## src/rtl/d_arb_pkg.sv

```systemverilog
// Shared types and defaults for the two-master data-side arbiter.
package d_arb_pkg;

  localparam int          XLEN_DEF     = 32;
  localparam int          ADDR_LEN_DEF = 14;
  localparam int          TIMEOUT_DEF  = 15;
  localparam logic [31:0] ERR_DATA_DEF = 32'hDEAD_BEEF;
  localparam int          CNT_W        = $clog2(TIMEOUT_DEF + 1);

  typedef enum logic {IDLE = 1'b0, BUSY = 1'b1} d_arb_state_t;

  // One master's request bundle, sized for the default bus widths.
  typedef struct packed {
    logic [ADDR_LEN_DEF-1:0] addr;
    logic                    rd;
    logic                    wr;
    logic [XLEN_DEF/8-1:0]   be;
    logic [XLEN_DEF-1:0]     wdata;
  } mreq_t;

  function automatic int cnt_w(input int t);
    return $clog2(t + 1);
  endfunction

endpackage

```

## src/rtl/d_arb_rr.sv

```systemverilog
// Two-way round-robin pick: on a tie the master that did not finish last wins.
module rr_arb2 (
  input  logic [1:0] req,
  input  logic       last,
  output logic       gnt
);
  always_comb begin
    gnt = req[1];
    if (req == 2'b11) gnt = ~last;
  end
endmodule

```

## src/rtl/d_arb.sv

```systemverilog
// Arbitrates the core LSU port and the debug/loader port onto one data port,
// one transaction at a time, with a per-transaction response timeout.
module d_arb
  import d_arb_pkg::*;
#(
  parameter int               XLEN     = XLEN_DEF,
  parameter int               ADDR_LEN = ADDR_LEN_DEF,
  parameter int               TIMEOUT  = TIMEOUT_DEF,
  parameter logic [XLEN-1:0]  ERR_DATA = ERR_DATA_DEF
) (
  input  logic                clk,
  input  logic                rst,
  input  logic [ADDR_LEN-1:0] m0_addr,
  input  logic                m0_rd_req,
  input  logic                m0_wr_req,
  input  logic [XLEN/8-1:0]   m0_be,
  input  logic [XLEN-1:0]     m0_wr_data,
  output logic                m0_rd_ready,
  output logic                m0_wr_ready,
  output logic [XLEN-1:0]     m0_rd_data,
  input  logic [ADDR_LEN-1:0] m1_addr,
  input  logic                m1_rd_req,
  input  logic                m1_wr_req,
  input  logic [XLEN/8-1:0]   m1_be,
  input  logic [XLEN-1:0]     m1_wr_data,
  output logic                m1_rd_ready,
  output logic                m1_wr_ready,
  output logic [XLEN-1:0]     m1_rd_data,
  output logic [ADDR_LEN-1:0] addr,
  output logic                rd_req,
  output logic                wr_req,
  output logic [XLEN/8-1:0]   be,
  output logic [XLEN-1:0]     wr_data,
  input  logic [XLEN-1:0]     rd_data,
  input  logic                rd_ready,
  input  logic                wr_ready,
  output logic                err_timeout,
  output logic                err_owner,
  input  logic                err_clr
);

  localparam int CW = cnt_w(TIMEOUT);

  d_arb_state_t  state_q, state_d;
  logic          grant_q, grant_d;
  logic          last_q, last_d;
  logic          typ_wr_q, typ_wr_d;
  logic [CW-1:0] cnt_q, cnt_d;
  logic          err_q, err_d;
  logic          own_q, own_d;

  mreq_t      mq [2];
  mreq_t      sel;
  logic [1:0] req;
  logic       pick;
  logic       busy, live, hit, done, tmo, fin;
  logic [XLEN-1:0] rdata;

  assign mq[0] = '{m0_addr, m0_rd_req, m0_wr_req, m0_be, m0_wr_data};
  assign mq[1] = '{m1_addr, m1_rd_req, m1_wr_req, m1_be, m1_wr_data};
  assign req   = {mq[1].rd | mq[1].wr, mq[0].rd | mq[0].wr};

  rr_arb2 u_rr (.req(req), .last(last_q), .gnt(pick));

  // Everything downstream follows the granted master; the type is the one
  // latched at grant time, so a mid-transaction rd/wr flip is ignored.
  always_comb begin
    sel   = mq[grant_q];
    busy  = (state_q == BUSY);
    live  = busy & (sel.rd | sel.wr);
    hit   = typ_wr_q ? wr_ready : rd_ready;
    done  = live & hit;
    tmo   = live & ~hit & (cnt_q == CW'(TIMEOUT - 1));
    fin   = done | tmo;
    rdata = tmo ? ERR_DATA : rd_data;
  end

  always_ff @(posedge clk or posedge rst) begin
    if (rst) begin
      state_q  <= IDLE;
      grant_q  <= 1'b0;
      last_q   <= 1'b1;
      typ_wr_q <= 1'b0;
      cnt_q    <= '0;
      err_q    <= 1'b0;
      own_q    <= 1'b0;
    end else begin
      state_q  <= state_d;
      grant_q  <= grant_d;
      last_q   <= last_d;
      typ_wr_q <= typ_wr_d;
      cnt_q    <= cnt_d;
      err_q    <= err_d;
      own_q    <= own_d;
    end
  end

  always_comb begin
    state_d  = state_q;
    grant_d  = grant_q;
    last_d   = last_q;
    typ_wr_d = typ_wr_q;
    cnt_d    = cnt_q;
    unique case (state_q)
      IDLE: if (|req) begin
        state_d  = BUSY;
        grant_d  = pick;
        typ_wr_d = mq[pick].wr;
        cnt_d    = '0;
      end
      BUSY: begin
        cnt_d = cnt_q + 1'b1;
        // An abort leaves last untouched so the fairness order is kept.
        if (!live) begin
          state_d = IDLE;
        end else if (fin) begin
          state_d = IDLE;
          last_d  = grant_q;
        end
      end
      default: state_d = IDLE;
    endcase
    err_d = tmo | (err_q & ~err_clr);
    own_d = tmo ? grant_q : own_q;
  end

  always_comb begin
    addr        = '0;
    be          = '0;
    wr_data     = '0;
    rd_req      = 1'b0;
    wr_req      = 1'b0;
    m0_rd_ready = 1'b0;
    m0_wr_ready = 1'b0;
    m1_rd_ready = 1'b0;
    m1_wr_ready = 1'b0;
    m0_rd_data  = '0;
    m1_rd_data  = '0;
    if (busy) begin
      addr    = sel.addr;
      be      = sel.be;
      wr_data = sel.wdata;
      rd_req  = live & ~typ_wr_q;
      wr_req  = live & typ_wr_q;
      if (grant_q) begin
        m1_rd_ready = fin & ~typ_wr_q;
        m1_wr_ready = fin & typ_wr_q;
        m1_rd_data  = typ_wr_q ? '0 : rdata;
      end else begin
        m0_rd_ready = fin & ~typ_wr_q;
        m0_wr_ready = fin & typ_wr_q;
        m0_rd_data  = typ_wr_q ? '0 : rdata;
      end
    end
    err_timeout = err_q;
    err_owner   = own_q;
  end

endmodule

```

## config.mk

```make
export PLATFORM = sky130hd
export DESIGN_NAME = d_arb
export DESIGN_NICKNAME = d
export VERILOG_FILES = /design/src/rtl/d_arb_pkg.sv /design/src/rtl/d_arb_rr.sv /design/src/rtl/d_arb.sv
export SDC_FILE = /design/constraint.sdc
export NUM_CORES = 1
export LEC_CHECK = 0
export BUFFER_PORTS_ARGS = -buffer_cell sky130_fd_sc_hd__buf_2
export CORE_AREA = 5 5 100 102
export DETAILED_ROUTE_END_ITERATION = 8
export DIE_AREA = 0 0 105 107
export PLACE_DENSITY = 0.61
export SLEW_MARGIN = 20
export SYNTH_ARGS = -nofsm -noshare
export SYNTH_HDL_FRONTEND = slang
export SYNTH_SLANG_ARGS = --single-unit
```

## constraint.sdc

```tcl
create_clock -name clk -period 2.2 [get_ports clk]
set_input_delay 0 -clock clk [delete_from_list [all_inputs] [get_ports clk]]
set_output_delay 0 -clock clk [all_outputs]
set_load 0.1 [all_outputs]
```

After elaboration in Yosys (flattened, before gate mapping)
Index checks and enable logic that the tools add are counted.
Widths: inputs -> output; s select.
Operators by class
  shift-type cells: 0
  $mul: 0
  $add $sub $neg: 1
  bitwise gates (word level): 21
  mux-type cells: 33
  magnitude comparators: 2
  divide/modulo/power cells: 0
  reduce and logical (&&, ||, !) cells: 3
  equality and inequality tests: 3
Operators with widths (count)
  $mux 32: 7
  $mux 52: 3
  $mux 37: 3
  $mux 1: 15
  $mux 14: 1
  $and 1x1->1: 9
  $mux 4: 2
  $pmux 4 s2: 1
  $not 1->1: 5
  $or 1x1->1: 5
  $add 4x1->4 const B: 1
  $eq 4x4->1 const B: 1
  $ge 2x2->1 const B: 2
  $not 1->2: 2
  $reduce_and 3->1: 1
  $eq 2x2->1 const B: 1
  $ne 2x2->1 const B: 1
  $pmux 1 s2: 1
  $reduce_and 2->1: 1
  $reduce_or 2->1: 1
Storage, ports and cells
  bits of input ports: 141
  bits in registers: 10
  output and inout port bits: 122
  RAM bits: 0
  latch bits: 0
  logic and storage cells: 70
  memories: 0
  bits in read-only memories: 0

Depth between registers and ports, before layout
Gate-level depths: netlist of the first run.
  word-level depth: 12
  gate-level depth with buffers: 8
  gate-level depth less buffers: 6

Cells and area by module
A second synthesis of the first run with hierarchy kept.
Second synthesis, totals
  cells, all modules: 285
  area total of the unflattened synthesis: 1874.3 um^2
Modules (own cells, without submodules)
  d_arb: times used 1, area an instance 1863.0 um^2, seq. area each 251.5 um^2, cells an instance 284
  rr_arb2: times used 1, area an instance 11.3 um^2, seq. area each 0.0 um^2, cells an instance 1

Least setup slack after synthesis of the first run
OpenSTA, ideal clock, no wires.
  kind: reg2out
  start: register grant_q
  end: output m0_rd_data[14]
  slack: -259 ps
  cell stages (with the launch flop): 6
  required time: 2200 ps
  path buffers: 1
  arrival time: 2459 ps
  path through: dfrtp_1 buf_4 or3b_4 o311ai_2 o21ai_1 nor2_1
Between the ends
  word-level cells in the longest chain between the ends: 12
RTL lines
  start, declared: RTL line d_arb.sv:45  | logic grant_q, grant_d;
  start signal, assigned: RTL line d_arb.sv:89  | grant_q <= grant_d;
  $not 1->2 (not written as such): RTL line d_arb.sv:68  | sel = mq[grant_q];
  $mux 52 (not written as such) (3 in a row): RTL line d_arb.sv:68
  $or 1x1->1: RTL line d_arb.sv:70  | live = busy & (sel.rd | sel.wr);
  $and 1x1->1: RTL line d_arb.sv:70
  $and 1x1->1 (2 in a row): RTL line d_arb.sv:73  | tmo = live & ~hit & (cnt_q == CW'(TIMEOUT - 1));
  $mux 32: RTL line d_arb.sv:75  | rdata = tmo ? ERR_DATA : rd_data;
  $mux 32: RTL line d_arb.sv:152  | m0_rd_data = typ_wr_q ? '0 : rdata;
  $mux 32 *: RTL line d_arb.sv:145  | if (grant_q) begin
  $mux 32 *: RTL line d_arb.sv:139  | if (busy) begin
  end, declared: RTL line d_arb.sv:20  | output logic [XLEN-1:0] m0_rd_data,
Every way passes the cells marked *; elsewhere a longest branch is shown, timed or not. The select of a mux whose other input is x is not followed.

Final worst setup path of the first run
  start: register cnt_q[0]
  end: output m1_rd_data[4]
Between the ends
  word-level cells in the longest chain between the ends: 6
RTL lines
  start, declared: RTL line d_arb.sv:48  | logic [CW-1:0] cnt_q, cnt_d;
  start signal, assigned: RTL line d_arb.sv:92  | cnt_q <= cnt_d;
  $eq 4x4->1: RTL line d_arb.sv:73
  $and 1x1->1: RTL line d_arb.sv:73
  $mux 32: RTL line d_arb.sv:75
  $mux 32: RTL line d_arb.sv:148  | m1_rd_data = typ_wr_q ? '0 : rdata;
  $mux 32: RTL line d_arb.sv:145
  $mux 32: RTL line d_arb.sv:139
  end, declared: RTL line d_arb.sv:28  | output logic [XLEN-1:0] m1_rd_data,
Every way passes these cells.

==> results.md, run 1 <==
| Group | Item | This run |
|---|---|---|
| status | Outcome | completed |
| timing | Max frequency | 489.2 MHz |
| global routing | Total overflow reported by the global router | 0 |
| drt | Met1 wire length | 4.071 mm |
| cts | Clock transition at path regs | 50 ps |
| final layout | Area of combinational cells with multiple inputs | 1638 µm² |
| cts | Number of buffers on the longest clock path | 2 |
| timing | Setup skew after layout | 3.953 ps |
| synthesis | Count of unique library cells instantiated by Yosys | 32 |
| synthesis | Yosys warns | 0 |
| synthesis | Netlist Area Pre-Place | 1882 µm² |
| timing | Tcrit/Tclk final | 92.91% |
| drt | Total vias in the final route | 2895 |
| timing | Count of endpoints failing setup in the final report | 0 |
| synthesis | Most numerous cell types in the synthesized netlist | sky130_fd_sc_hd__nor2_1 (76), sky130_fd_sc_hd__mux2i_1 (51), sky130_fd_sc_hd__o21a_1 (48), sky130_fd_sc_hd__nand2_1 (15), sky130_fd_sc_hd__buf_2 (14) |
| synthesis | Biggest area contributors in the synthesized netlist | sky130_fd_sc_hd__mux2i_1 (27%), sky130_fd_sc_hd__o21a_1 (19%), sky130_fd_sc_hd__nor2_1 (15%) |
| drt | Vias per cell | 4.588 |
| drt | Amount of wire on met3 after detailed routing | 912 µm |
| final layout | # nets final | 664 |
| drt | DR DRC count | 0 |
| critical path | Critical Setup Path Class | flip-flop to output port |
| synthesis | Average footprint of a synthesized cell | 7.022 µm² |
| die | Number of ports placed on the die boundary | 263 |
| critical path | Required time of the critical path | 2200 ps |
| cts | Worst skew pair latency | 240 ps |
| synthesis | Proportion of synthesized flip-flops having asynchronous set or reset | 100.0% |
| min path | Path category of the worst min-delay check | primary input to flip-flop |
| critical path | Data arrival at the endpoint of the critical path | 2040 ps |
| synthesis | Syn Nets | 411 |
| synthesis | Proportion of netlist area held by the largest area contributor | 27.13% |
| drt | First-pass iteration count of the detailed router | 4 |
| synthesis | Post-synth EDFFs | 0 |
| placement | Post-placement worst setup slack | 125.4 ps |
| drt | Antenna viol nets, final | 0 |
| die | Die outline height | 107 µm |
| placement | Post-detailed-placement half-perimeter wirelength | 9.228 mm |
| synthesis | Cell taking the most area after synthesis | sky130_fd_sc_hd__mux2i_1 |
| synthesis | Synth Register Bits | 10 |
| final layout | Number of fillers in the final layout | 829 |
| synthesis | Arithmetic-cell share of the synthesized area counting full adders, half adders and majority gates | 1.330% |
| synthesis | Main combinational cell family by area after synthesis | multiplexers |
| synthesis | Synth Area in Compound Gates | 26.80% |
| global routing | Initial antenna violation count | 2 |
| global routing | GRT Resource Usage Total | 17.34% |
| cts | Clk sink count | 10 |
| cts | Clock root cell | sky130_fd_sc_hd__clkbuf_8 |
| timing | Minimum clock period | 2044 ps |
| critical path | Setup crit end kind | output port |
| timing | Hold Vio Cnt, Final | 0 |
| placement | Number of buffer cells added on primary ports | 262 |
| global routing | Largest net degree at the start of global routing | 39 |
| synthesis | Simple-gate share of the synthesized area | 21.88% |
| drt | Met2 wire len | 5.036 mm |
| critical path | Cell with the biggest individual delay on the critical path | sky130_fd_sc_hd__dfrtp_1 |
| placement | Final weighted congestion of routability-driven global placement | 0.8125 |
| final layout | Synth-to-Final Area Change | 142.7% |
| timing | Slack of the critical path | 155.9 ps |
| global routing | Vias in the first global route | 3038 |
| run | Max capacitance violation total | 0 |
| synthesis | Most used standard cell by instance count after synthesis | sky130_fd_sc_hd__nor2_1 |
| drt | Highest metal layer used by the detailed router | met5 |
| die | Number of core rows | 35 |
| die | Initial standard-cell utilization of the core | 20.86% |
| cts | Number of levels in the clock H-tree | 1 |
| drt | Starting DRT DRC Count | 66 |
| synthesis | Sequential-to-total area share from yosys stat | 13.36% |
| final layout | Proportion of layout cells with a drive suffix above 1 | 66.15% |
| synthesis | Share of the synthesized netlist area taken by xor and xnor gates | 0% |
| cts | Number of buffers inserted during clock tree synthesis | 3 |
| timing | Remaining max-slew budget at the tightest pin | 66.30% |
| critical path | Worst path max stage delay | 430 ps |
| synthesis | Dominant register cell in the synthesized netlist | sky130_fd_sc_hd__dfrtp_1 |
| drt | Routed WL | 10.23 mm |
| die | Die Area | 11240 µm² |
| synthesis | Number of cells produced by synthesis | 268 |
| die | Chip Width | 105 µm |
| global routing | Global-route wire length before repair | 16.02 mm |
| die | Placeable Area | 9021 µm² |
| synthesis | Portion of netlist area occupied by mux cells | 28.52% |
| final layout | Register area | 254.0 µm² |
| final layout | Antenna diode count | 0 |
| critical path | Critical path, cell by cell | inv_1, ha_1, and3_1, nand2_1, o21ai_2, nor2_1, buf_2 |
| drt | Per-cell routed wire length | 16.21 µm |
| critical path | Crit start category | flip-flop |
| timing | Setup repair after global routing missed its margin | yes |
| critical path | Largest fanout on the critical path | 8 |
| timing | Transition time at the pin with the least slew margin | 509.0 ps |
| timing | Number of slew-limit violations in the final report | 0 |
| cts | CTS tree | yes |
[logic make-up (layout without fill, tap and decap cells)]
| family | after synthesis | in the layout |
|---|---|---|
| AOI/OAI and AO/OA | 70 | 70 |
| adders and majority gates | 2 | 2 |
| buffers and inverters | 31 | 283 |
| DFF | 10 | 10 |
| muxes | 53 | 53 |
| and+or+nand+nor | 102 | 102 |
[placed cells by master, fill, tap and decap left out, drive strengths merged]
cell         count
o32a             1
nor3             2
nand3            1
ha               2
or3b             1
and3             4
nand2           15
o311a            1
clkbuf           4
a31oi            2
a21oi            4
o32ai            1
mux2             2
nor2            77
nand4            1
mux2i           51
dlygate4sd3      2
and2             1
o21ai            9
dfrtp            9
dfstp            1
inv              6
o21a            48
o311ai           1
o2111ai          1
o22ai            2
buf            271
[sequential cells by signal, summed over array words and instances, names as in the netlist]
name / cells
cnt_q: 4
busy: 1
err_owner: 1
err_timeout: 1
grant_q: 1
last_q: 1
typ_wr_q: 1
[layer usage]
layer / GRT usage (%) / vias up
met5: 0 / -
met3: 4.576 / 13
met1: 21.19 / 1283
li1: - / 1432
met4: 5.023 / 4
met2: 29.81 / 163
[final timing paths]
kind                           start       endpoint  slack (ps)  cells past startpoint
hold reg to reg            err_owner      err_owner         510                      1
hold / removal             m0_wr_req       typ_wr_q         130                      3
min in group asynchronous        rst       cnt_q[2]         290                      3
setup reg to reg             grant_q      err_owner         450                      5
setup / recovery            cnt_q[0]  m1_rd_data[4]         160                      7
max in group asynchronous        rst         last_q        1580                      3
[per-stage QoR]
stage                     util, %  hold WS (ps)  area [µm²]  std cells  setup TNS, ps
after floorplan                 -        -160.5        2024        268          -2837
after global placement      49.76         4.623        4489        625              0
after detailed placement    49.76         11.39        4489        625              0
after CTS                   50.53         120.3        4558        631              0
after global routing        50.62         130.5        4567        631         -20.08
final                       50.62         125.0        4567        631              0
[what timing repair did]
action | 4_1_cts | 5_1_grt
setup endpoints to repair | 8 | 54
hold endpoints to repair | 10 | 0
buffers inserted | 0 | 0
hold buffers | 2 | 0
resized for setup | 1 | 3
[worst max-delay path: cells and delay by family (launching register included)]
family	cells	cell delay, ps
adder cells (fa/ha/maj)	1	150
flip-flops	1	430
buffers and inverters	2	390
AND/OR/NAND/NOR	3	400
AO/OA/AOI/OAI	1	430
[final cells by class]
type                       instances  area share, %
inverter                           6         0.4932
multi-input combinational        227          35.86
clock buffer                       4         0.9863
timing repair buffer             273          54.05
sequential                        10          5.562
tap                              111          3.041
Power of run 1 is left out: the tool's default activity adds up to more than one toggle a clock period on the data nets, which glitch-free logic cannot reach.
==> run 2, diff against run 1 <==
--- a/config.mk
+++ b/config.mk
@@ -5,11 +5,12 @@
 export SDC_FILE = /design/constraint.sdc
 export NUM_CORES = 1
 export LEC_CHECK = 0
+export ABC_AREA = 1
 export BUFFER_PORTS_ARGS = -buffer_cell sky130_fd_sc_hd__buf_2
-export CORE_AREA = 5 5 100 102
+export CORE_AREA = 5 5 99 101
 export DETAILED_ROUTE_END_ITERATION = 8
-export DIE_AREA = 0 0 105 107
-export PLACE_DENSITY = 0.61
+export DIE_AREA = 0 0 104 106
+export PLACE_DENSITY = 0.59
 export SLEW_MARGIN = 20
 export SYNTH_ARGS = -nofsm -noshare
 export SYNTH_HDL_FRONTEND = slang
==> run 2 against run 1 <==
- critical path type unchanged
- final area rose by 11%
- register-to-register slack improved by 320 ps
- first-iteration DRC count rose by 130%
- hold slack got worse by 81 ps
- cell count rose by 4.1%
- via count rose by 3.2%
- core utilization rose by 6.0 points
==> results.md, run 2 <==
| Group | Item | This run |
|---|---|---|
| drt | Total vias in the final route | 2987 |
| die | Initial standard-cell utilization of the core | 18.40% |
| run | Max capacitance violation total | 0 |
| final layout | Share of the core filled with cells in the final layout | 56.61% |
| global routing | Total overflow reported by the global router | 0 |
| drt | DR DRC count | 0 |
| placement | Number of buffer cells added on primary ports | 262 |
| timing | Transition time at the pin with the least slew margin | 509.2 ps |
| cts | Clock root cell | sky130_fd_sc_hd__clkbuf_8 |
| drt | Antenna viol nets, final | 0 |
| global routing | Vias in the first global route | 2951 |
| drt | Per-cell routed wire length | 15.70 µm |
| synthesis | Count of unique library cells instantiated by Yosys | 22 |
| die | Chip Width | 104 µm |
| min path | Path category of the worst min-delay check | primary input to flip-flop |
| synthesis | Netlist Area Pre-Place | 1644 µm² |
| final layout | Number of fillers in the final layout | 798 |
| timing | Setup skew after layout | 1.608 ps |
| drt | Routed WL | 10.32 mm |
| die | Number of core rows | 35 |
| timing | Number of slew-limit violations in the final report | 0 |
| timing | Max frequency | 505.1 MHz |
| status | Outcome | completed |
| critical path | Required time of the critical path | 2200 ps |
| cts | Worst skew pair latency | 240 ps |
| cts | Number of buffers on the longest clock path | 2 |
| final layout | Proportion of layout cells with a drive suffix above 1 | 57.14% |
| final layout | Register with the highest flop count | cnt_q |
| timing | Minimum clock period | 1980 ps |
| final layout | Most frequent standard cell in the layout excluding fill and tap cells | sky130_fd_sc_hd__buf_2 |
| global routing | Global-route wire length before repair | 15.86 mm |
| critical path | Data arrival at the endpoint of the critical path | 1980 ps |
| synthesis | Post-synth EDFFs | 0 |
| placement | Instance area after placement | 4979 µm² |
| critical path | R2R Path Start | cnt_q[0] |
| cts | CTS tree | yes |
| cts | Clock transition at path regs | 50 ps |
| cts | Number of buffers inserted during clock tree synthesis | 3 |
| critical path | Largest fanout on the critical path | 35 |
| drt | First-pass iteration count of the detailed router | 4 |
| min path | Worst Hold Depth | 3 |
| timing | Setup repair after global routing missed its margin | no |
| placement | Final weighted congestion of routability-driven global placement | 0.8785 |
| critical path | Worst-case reg-to-reg path depth | 7 |
| synthesis | Proportion of netlist area held by the largest area contributor | 26.64% |
| synthesis | Biggest area contributors in the synthesized netlist | sky130_fd_sc_hd__a22o_1 (27%), sky130_fd_sc_hd__nor2_1 (17%), sky130_fd_sc_hd__nand2_1 (15%) |
| die | Die Area | 11020 µm² |
| global routing | Largest net degree at the start of global routing | 51 |
| synthesis | Proportion of synthesized flip-flops having asynchronous set or reset | 100.0% |
| min path | Worst Hold End | typ_wr_q |
| final layout | Commonest cells after routing, fill and taps aside | sky130_fd_sc_hd__buf_2 (142), sky130_fd_sc_hd__buf_12 (120), sky130_fd_sc_hd__nand2_1 (62), sky130_fd_sc_hd__a22o_1 (50), sky130_fd_sc_hd__nor2_1 (44) |
| timing | Tcrit/Tclk final | 90.00% |
| timing | Count of endpoints failing setup in the final report | 0 |
| synthesis | Number of cells produced by synthesis | 293 |
| final layout | Antenna diode count | 0 |
| global routing | Initial antenna violation count | 0 |
| die | Placeable Area | 8934 µm² |
| critical path | FF-to-FF setup slack | 770 ps |
| timing | Remaining max-slew budget at the tightest pin | 66.05% |
| cts | Clk sink count | 10 |
| timing | Hold Vio Cnt, Final | 0 |
| die | Number of ports placed on the die boundary | 263 |
| synthesis | Cell taking the most area after synthesis | sky130_fd_sc_hd__a22o_1 |
| synthesis | Most numerous cell types in the synthesized netlist | sky130_fd_sc_hd__nor2_1 (74), sky130_fd_sc_hd__nand2_1 (64), sky130_fd_sc_hd__a22o_1 (50), sky130_fd_sc_hd__inv_1 (40), sky130_fd_sc_hd__clkbuf_1 (16) |
| critical path | Crit start category | flip-flop |
| die | Die outline height | 106 µm |
| min path | Startpoint of the tightest hold check path | m0_wr_req |
| synthesis | Dominant register cell in the synthesized netlist | sky130_fd_sc_hd__dfrtp_1 |
| global routing | GRT Resource Usage Total | 17.27% |
| cts | Number of levels in the clock H-tree | 1 |
| critical path | Reg2reg end | err_timeout |
| critical path | Critical Setup Path Class | flip-flop to output port |
| synthesis | Syn Nets | 436 |
| synthesis | Most used standard cell by instance count after synthesis | sky130_fd_sc_hd__nor2_1 |
| drt | Vias per cell | 4.546 |
| synthesis | Sequential-to-total area share from yosys stat | 15.30% |
| placement | Post-detailed-placement half-perimeter wirelength | 8.879 mm |
| critical path | Setup crit end kind | output port |
| synthesis | Average footprint of a synthesized cell | 5.611 µm² |
| final layout | Flip-flop count of the largest register after layout | 4 |
| final layout | # nets final | 690 |
| final layout | Post-route standard cell area excluding fillers | 5057 µm² |
| final layout | Synth-to-Final Area Change | 207.6% |
| synthesis | Synth Register Bits | 10 |
| drt | Starting DRT DRC Count | 153 |
| synthesis | Yosys warns | 0 |
-- run 2: worst max path at each step --
stage / to / from
after floorplan: m0_rd_data[10] / grant_q
after global routing: m0_rd_data[13] / cnt_q[0]
final: m0_rd_data[13] / cnt_q[0]
after detailed placement: m0_rd_data[13] / cnt_q[0]
after CTS: m0_rd_data[13] / cnt_q[0]
after global placement: m0_rd_data[13] / cnt_q[0]
-- run 2: worst max-delay path: stages (launching register included) --
cell	delay [ps]
sky130_fd_sc_hd__dfrtp_1	390
sky130_fd_sc_hd__inv_1	100
sky130_fd_sc_hd__ha_1	160
sky130_fd_sc_hd__nand3_1	90
sky130_fd_sc_hd__inv_1	120
sky130_fd_sc_hd__nand3_4	80
sky130_fd_sc_hd__buf_6	190
sky130_fd_sc_hd__nand2_1	80
sky130_fd_sc_hd__nand2_1	60
sky130_fd_sc_hd__nor2_1	250
sky130_fd_sc_hd__buf_12	220
-- run 2: final cells by class --
cell class	instances	area, µm²	area share, %
multi-input cells	219	1264	24.99
inverters	42	157.7	3.117
flip-flops and latches	10	252.7	4.998
repair buffers	271	3189	63.06
clock buffers	4	55.05	1.089
well taps	111	138.9	2.746
-- run 2: per-stage QoR --
step           setup slack, ps  TNS [ps]  hold WS, ps  std cells
2_1_floorplan           -293.9    -11450       -160.6        293
3_3_place_gp             458.0         0       -6.515        651
3_5_place_dp             387.7         0        9.368        651
4_1_cts                  126.4         0        44.23        657
5_1_grt                  51.81         0        80.70        657
6_report                 220.1         0        44.28        657
-- run 2: repair_timing --
action / CTS / global route
gates resized for setup: 0 / 1
endpoints found under the setup margin: 0 / 10
setup buffers: 0 / 0
endpoints found under the hold margin: 10 / 0
hold buffers: 2 / 0
-- run 2: routing by layer --
layer	track usage (%)	routed length (µm)	part of all wire, %	vias to the layer above
met2	30.78	5397	52	173
met1	20.26	3754	36	1345
met3	6.618	1085	11	8
li1	-	-	-	1461
met5	0	0	0	-
met4	1.850	78	0.76	0
-- run 2: cell families after synthesis --
group,Yosys count,share of synthesized area (%)
AOI/OAI and AO/OA,63,30.75
xor gates and xnor gates,1,0.5328
adders and majority gates,2,1.522
buffers and inverters,64,14.84
DFF,10,15.30
and+or+nand+nor,153,37.06
Power of run 2 is left out for the same reason.
==> run 3, diff against run 2 <==
--- a/config.mk
+++ b/config.mk
@@ -10,7 +10,8 @@
 export CORE_AREA = 5 5 99 101
 export DETAILED_ROUTE_END_ITERATION = 8
 export DIE_AREA = 0 0 104 106
-export PLACE_DENSITY = 0.59
+export PLACE_DENSITY = 0.62
+export SETUP_SLACK_MARGIN = 0.3
 export SLEW_MARGIN = 20
 export SYNTH_ARGS = -nofsm -noshare
 export SYNTH_HDL_FRONTEND = slang
==> constraint.sdc (replaced) <==
create_clock -name clk -period 1.8 [get_ports clk]
set_input_delay 0 -clock clk [delete_from_list [all_inputs] [get_ports clk]]
set_output_delay 0 -clock clk [all_outputs]
set_load 0.1 [all_outputs]
==> run 3 against run 2 <==
- the flow now finishes with violations (setup timing)
- setup slack got worse by 330 ps
- die area unchanged
- cell count grew 7.6%
- wire length rose by 44%
- register-to-register slack got worse by 560 ps
- core utilization rose by 24 points
- final area increased by 43%
- flip-flop and latch count stayed put
- global-route usage grew 7.4 points
- sequential share of layout area decreased by 1.5 points
- first-iteration DRC count is 28% lower
- critical endpoint is now m1_rd_data[23]
- highest routed layer is now met5
==> results.md, run 3 (same netlist as run 2, synthesis figures left out) <==
| Group | Item | This run |
|---|---|---|
| die | Die outline height | 106 µm |
| final layout | Most frequent standard cell in the layout excluding fill and tap cells | sky130_fd_sc_hd__buf_2 |
| timing | Slack of the critical path | -106.9 ps |
| cts | Number of buffers inserted during clock tree synthesis | 3 |
| drt | Total vias in the final route | 3405 |
| cts | CTS tree | yes |
| status | Failing checks | setup timing |
| min path | Startpoint of the tightest hold check path | m0_wr_req |
| global routing | Total overflow reported by the global router | 0 |
| global routing | GRT Resource Usage Total | 24.69% |
| critical path | Critical Setup Path Class | flip-flop to output port |
| timing | Transition time at the pin with the least slew margin | 488.6 ps |
| timing | Count of endpoints failing setup in the final report | 54 |
| die | Die Area | 11020 µm² |
| drt | Per-cell routed wire length | 20.95 µm |
| final layout | # nets final | 739 |
| cts | Worst skew pair latency | 240 ps |
| die | Initial standard-cell utilization of the core | 18.40% |
| cts | Clock root cell | sky130_fd_sc_hd__clkbuf_8 |
| final layout | Synth-to-Final Area Change | 338.8% |
| timing | Tcrit/Tclk final | 105.9% |
| cts | Number of levels in the clock H-tree | 1 |
| timing | Max frequency | 524.4 MHz |
| drt | DR DRC count | 0 |
| critical path | Largest fanout on the critical path | 5 |
| die | Placeable Area | 8934 µm² |
| critical path | Data arrival at the endpoint of the critical path | 1910 ps |
| timing | Number of slew-limit violations in the final report | 0 |
| drt | First-pass iteration count of the detailed router | 4 |
| global routing | Vias in the first global route | 3800 |
| final layout | Flip-flop count of the largest register after layout | 4 |
| final layout | Proportion of layout cells with a drive suffix above 1 | 87.39% |
| global routing | Initial antenna violation count | 1 |
| final layout | Register with the highest flop count | cnt_q |
| die | Number of ports placed on the die boundary | 263 |
| timing | Hold Vio Cnt, Final | 0 |
| placement | Final weighted congestion of routability-driven global placement | 0.9115 |
| final layout | Area of combinational cells with multiple inputs | 2595 µm² |
| placement | Number of buffer cells added on primary ports | 262 |
| critical path | Setup crit end kind | output port |
| critical path | Required time of the critical path | 1800 ps |
| cts | Clock transition at path regs | 50 ps |
| drt | Routed WL | 14.81 mm |
| drt | Vias per cell | 4.816 |
| global routing | Global-route wire length before repair | 21.80 mm |
| final layout | Number of fillers in the final layout | 462 |
| critical path | R2R Path Start | cnt_q[0] |
| timing | Setup skew after layout | 5.584 ps |
| cts | Clk sink count | 10 |
| critical path | Crit start category | flip-flop |
| timing | Setup repair after global routing missed its margin | yes |
| die | Number of core rows | 35 |
| die | Chip Width | 104 µm |
| timing | Remaining max-slew budget at the tightest pin | 67.65% |
| placement | Post-detailed-placement half-perimeter wirelength | 10.09 mm |
| final layout | Commonest cells after routing, fill and taps aside | sky130_fd_sc_hd__buf_2 (142), sky130_fd_sc_hd__buf_12 (131), sky130_fd_sc_hd__nor2_4 (71), sky130_fd_sc_hd__a22o_4 (50), sky130_fd_sc_hd__nand2_4 (44) |
| global routing | Largest net degree at the start of global routing | 51 |
| critical path | Start point of the critical path | cnt_q[0] |
| final layout | Share of the core filled with cells in the final layout | 80.76% |
| drt | Antenna viol nets, final | 0 |
| timing | Minimum clock period | 1907 ps |
| final layout | Register area | 255.2 µm² |
| status | Outcome | finished with violations |
| placement | Post-placement worst setup slack | 88.72 ps |
| cts | Number of buffers on the longest clock path | 2 |
| run | Max capacitance violation total | 0 |
| drt | Starting DRT DRC Count | 110 |
| min path | Path category of the worst min-delay check | primary input to flip-flop |
[run 3: worst paths after layout]
path                                  end  slack (ps)  cells after the start
setup / recovery           m1_rd_data[23]        -110                     11
hold / removal                   typ_wr_q          60                      3
setup reg to reg                err_owner         210                     10
hold reg to reg                    last_q         510                      2
max in group asynchronous          last_q        1170                      3
min in group asynchronous       err_owner         310                      3
[run 3: repair_timing]
item	CTS	global route
hold endpoints to repair	10	0
cloned	10	2
hold buffers	2	0
setup endpoints to repair	120	123
resized for setup	115	29
pin swaps	73	29
buffers inserted	22	11
[run 3: final cells by class]
type / count / share of cell area (%)
inverters: 42 / 2.532
flip-flops and latches: 10 / 3.538
well taps: 111 / 1.925
diodes: 1 / 0.03469
clock buffers: 4 / 0.6243
repair buffers: 320 / 55.38
multi-input cells: 219 / 35.97
[run 3: layer usage]
| layer | global-route usage (%) | vias to the layer above | part of all wire (%) |
|---|---|---|---|
| met1 | 24.54 | 1617 | 33 |
| li1 | - | 1572 | - |
| met2 | 48.95 | 185 | 57 |
| met4 | 6.938 | 2 | 2.6 |
| met5 | 0 | - | 0.088 |
| met3 | 7.407 | 29 | 7.7 |
[run 3: critical path: stages, from the launching register on]
cell,delay (ps)
sky130_fd_sc_hd__dfrtp_1,390
sky130_fd_sc_hd__inv_2,80
sky130_fd_sc_hd__ha_4,120
sky130_fd_sc_hd__nand3_2,90
sky130_fd_sc_hd__inv_2,80
sky130_fd_sc_hd__nand3_4,110
sky130_fd_sc_hd__buf_12,170
sky130_fd_sc_hd__clkbuf_16,160
sky130_fd_sc_hd__nand2_2,80
sky130_fd_sc_hd__nand2_4,70
sky130_fd_sc_hd__nor2_4,120
sky130_fd_sc_hd__buf_12,180
[run 3: per-stage QoR]
stage | area, µm² | hold WS (ps) | std cells | TNS [ps]
after floorplan | 2542 | -160.7 | 293 | -967.6
after global placement | 5798 | -16.28 | 655 | 0
after detailed placement | 5798 | 15.20 | 655 | 0
after CTS | 6948 | 68.05 | 693 | -961.7
after global routing | 7212 | 80.63 | 706 | -6760
final | 7214 | 62.28 | 707 | -2855
Power of run 3 is left out for the same reason.
